`src/rtl/adder_golden_ref.sv`:
```
// adder_golden_ref: combinational reference sum {cout,s} = a + b + cin
module adder_golden_ref #(
  parameter int WIDTH = 4
) (
  input  logic [WIDTH-1:0] a,
  input  logic [WIDTH-1:0] b,
  input  logic             cin,
  output logic [WIDTH:0]   sum
);
  assign sum = {1'b0, a} + {1'b0, b} + {{WIDTH{1'b0}}, cin};
endmodule

```
`config.mk`:
```
export PLATFORM = sky130hd
export DESIGN_NAME = adder_golden_ref
export DESIGN_NICKNAME = d
export VERILOG_FILES = /design/src/rtl/adder_golden_ref.sv
export SDC_FILE = /design/constraint.sdc
export NUM_CORES = 1
export LEC_CHECK = 0
export CORE_AREA = 2 2 39 41
export DETAILED_ROUTE_END_ITERATION = 6
export DIE_AREA = 0 0 41 43
export DONT_BUFFER_PORTS = 1
export GPL_TIMING_DRIVEN = 0
export SYNTH_ARGS = -nofsm -noshare
export SYNTH_HDL_FRONTEND = slang
export SYNTH_SLANG_ARGS = --single-unit
```
`constraint.sdc`:
```
create_clock -name vclk -period 2.05
set_clock_uncertainty 0.15 [all_clocks]
set_input_delay 0.41 -clock vclk [all_inputs]
set_output_delay 0.41 -clock vclk [all_outputs]
set_load 0.05 [all_outputs]
```
==> impl_metrics.csv <==
group,metric,value,unit
run_status,outcome,"finished with violations",
run_status,violations,"negative setup slack",
floorplan,die_area,1763,um2
routing,drc,0,
floorplan,fp.dieH,43,um
timing,setup_violations,1,
finish,post-route-cell-area,210.2,um2
placed_design,place_congestion,0.5440,
routing,wl_per_cell,8.031,um
worst_setup_path,required,1.49,ns
floorplan,pin_count,14,
finish,area_growth,46.09,%
logic_synthesis,yosys_warnings,0,
logic_synthesis,synth.top_cell.area_share,0.2783,
worst_setup_path,worstSetupStartpointType,"primary input",
pwr,leakagePower,0.08930,nW
timing,relSlewSlack,0.5664,
global_route,gr-usage-all-layers,0.02605,
finish,mostFrequentLayoutCell,"ha_1",
timing,fin_ws,-0.01781,ns
global_route,antenna_found_initial,0,
routing,viasPerCell,3.281,
timing,period_share,1.009,
logic_synthesis,synth.distinct_cells,9,
timing,timing.hold.ws,0.9897,ns
timing,worst_pin_slew,0.6473,ns
placed_design,dp_hpwl,275.3,um
worst_setup_path,critPathCaptureType,"output port",
placed_design,io_buffers,0,
pwr,vdd_drop_max,0.07998,mV
floorplan,start_util,0.1040,
worst_setup_path,critPathLaunch,"a[0]",
finish,design.seq.count,0,
finish,final_cells,32,
worst_setup_path,critPathMaxFanout,2,
finish,final-seq-area,0,um2
timing,slew_viol_final,0,
worst_hold_path,holdCritPathClass,"primary input to output port",
finish,diodes,0,
global_route,grt_max_degree,4,
logic_synthesis,syn_inst,16,
routing,wl,257,um
floorplan,rows,14,
routing,vias,105,
routing,drt_iter0_drc,0,
logic_synthesis,syn_area,143.9,um2
logic_synthesis,synthTopCellsByArea,"fa_1 (28%), ha_1 (26%), xnor2_1 (12%)",
logic_synthesis,yosysTopAreaCell,"fa_1",
pwr,p_total,0.1273,mW
logic_synthesis,syn_avg_cell_area,8.993,um2
finish,fill_cells,158,
timing,rsz0062_at_grt,"yes",
worst_setup_path,critPathArrivalTime,1.51,ns
routing,antenna_left,0,
floorplan,coreArea,1384,um2
timing,clock.fmax,0.4836,GHz
global_route,grt_pass1_wl,338,um
placed_design,dp_cells,32,
finish,num-clock-buffers,0,
global_route,grt_overflow,0,
finish,drive_above_1_share,0.5625,
floorplan,die_w,41,um
routing,drt_pass1_iterations,1,
worst_hold_path,hold_start,"b[3]",
placed_design,placedInstanceArea,193.9,um2
logic_synthesis,yosysSeqAreaShare,0,
run,max_cap_violations,0,
logic_synthesis,synth_fp_nets,30,
timing,finalHoldViolCount,0,
global_route,grt_pass1_vias,90,
pwr,powerDensity,605.8,nW/um2
timing,min_period,2.068,ns
finish,final_cell_mix,"ha_1 (3), inv_1 (2), fa_2 (2)",
finish,final_nets,32,
worst_setup_path,worst-setup-path-type,"primary input to output port",
placed_design,dp_slack,-0.1351,ns
-- cells in the mapped netlist --
master    n
a21o_1    1
a21oi_2   1
fa_1      2
ha_1      3
inv_1     4
nand2b_1  1
nor2b_1   1
o21ai_0   1
xnor2_1   2
-- final timing paths --
kind | end | slack, ns | depth (start not counted)
setup / recovery | sum[1] | -0.02 | 4
hold / removal | sum[4] | 0.99 | 2
-- per-layer routing --
metal / track usage / part of all wire
met1: 0.02875 / 0.30
met2: 0.05313 / 0.56
met3: 0 / 0.13
met4: 0 / 0
met5: 0 / 0
-- power breakdown --
part,switching (mW),internal [mW],leakage [nW]
Sequential,0,0,0
Clock,0,0,0
Combinational,0.0893,0.0380,0.0893
-- what timing repair did --
item	in CTS	in global routing
gates resized for setup	4	0
buffers inserted	0	0
hold buffers	0	0
endpoints found under the hold margin	0	0
gates cloned	0	0
setup endpoints to repair	4	2
-- layout make-up --
type	count	area, um2	area share
multi-input combinational	12	171.4	0.8155
tap	16	20.02	0.09524
inverter	4	18.77	0.08929
-- worst max-delay path, stage by stage --
cell and delay (ns):
fa_2 0.38, inv_2 0.06, fa_2 0.44, clkinvlp_4 0.21
-- through the flow --
step | util | setup TNS, ns
after global routing | 0.1519 | -0.08926
after floorplan | - | -0.1247
after global placement | 0.1401 | -0.2619
after detailed placement | 0.1401 | -0.3343
final | 0.1519 | -0.01781
after CTS | 0.1519 | -0.02737
-- cells by family (layout without fill, tap and decap cells) --
logic type      Yosys count  after routing  synth area share
compound gates            3              3            0.1478
xor+xnor                  2              2            0.1218
fa+ha+maj                 5              5            0.5392
buf+inv                   4              4            0.1043
simple gates              2              2           0.08701
Power figures use the tool's default switching activity.
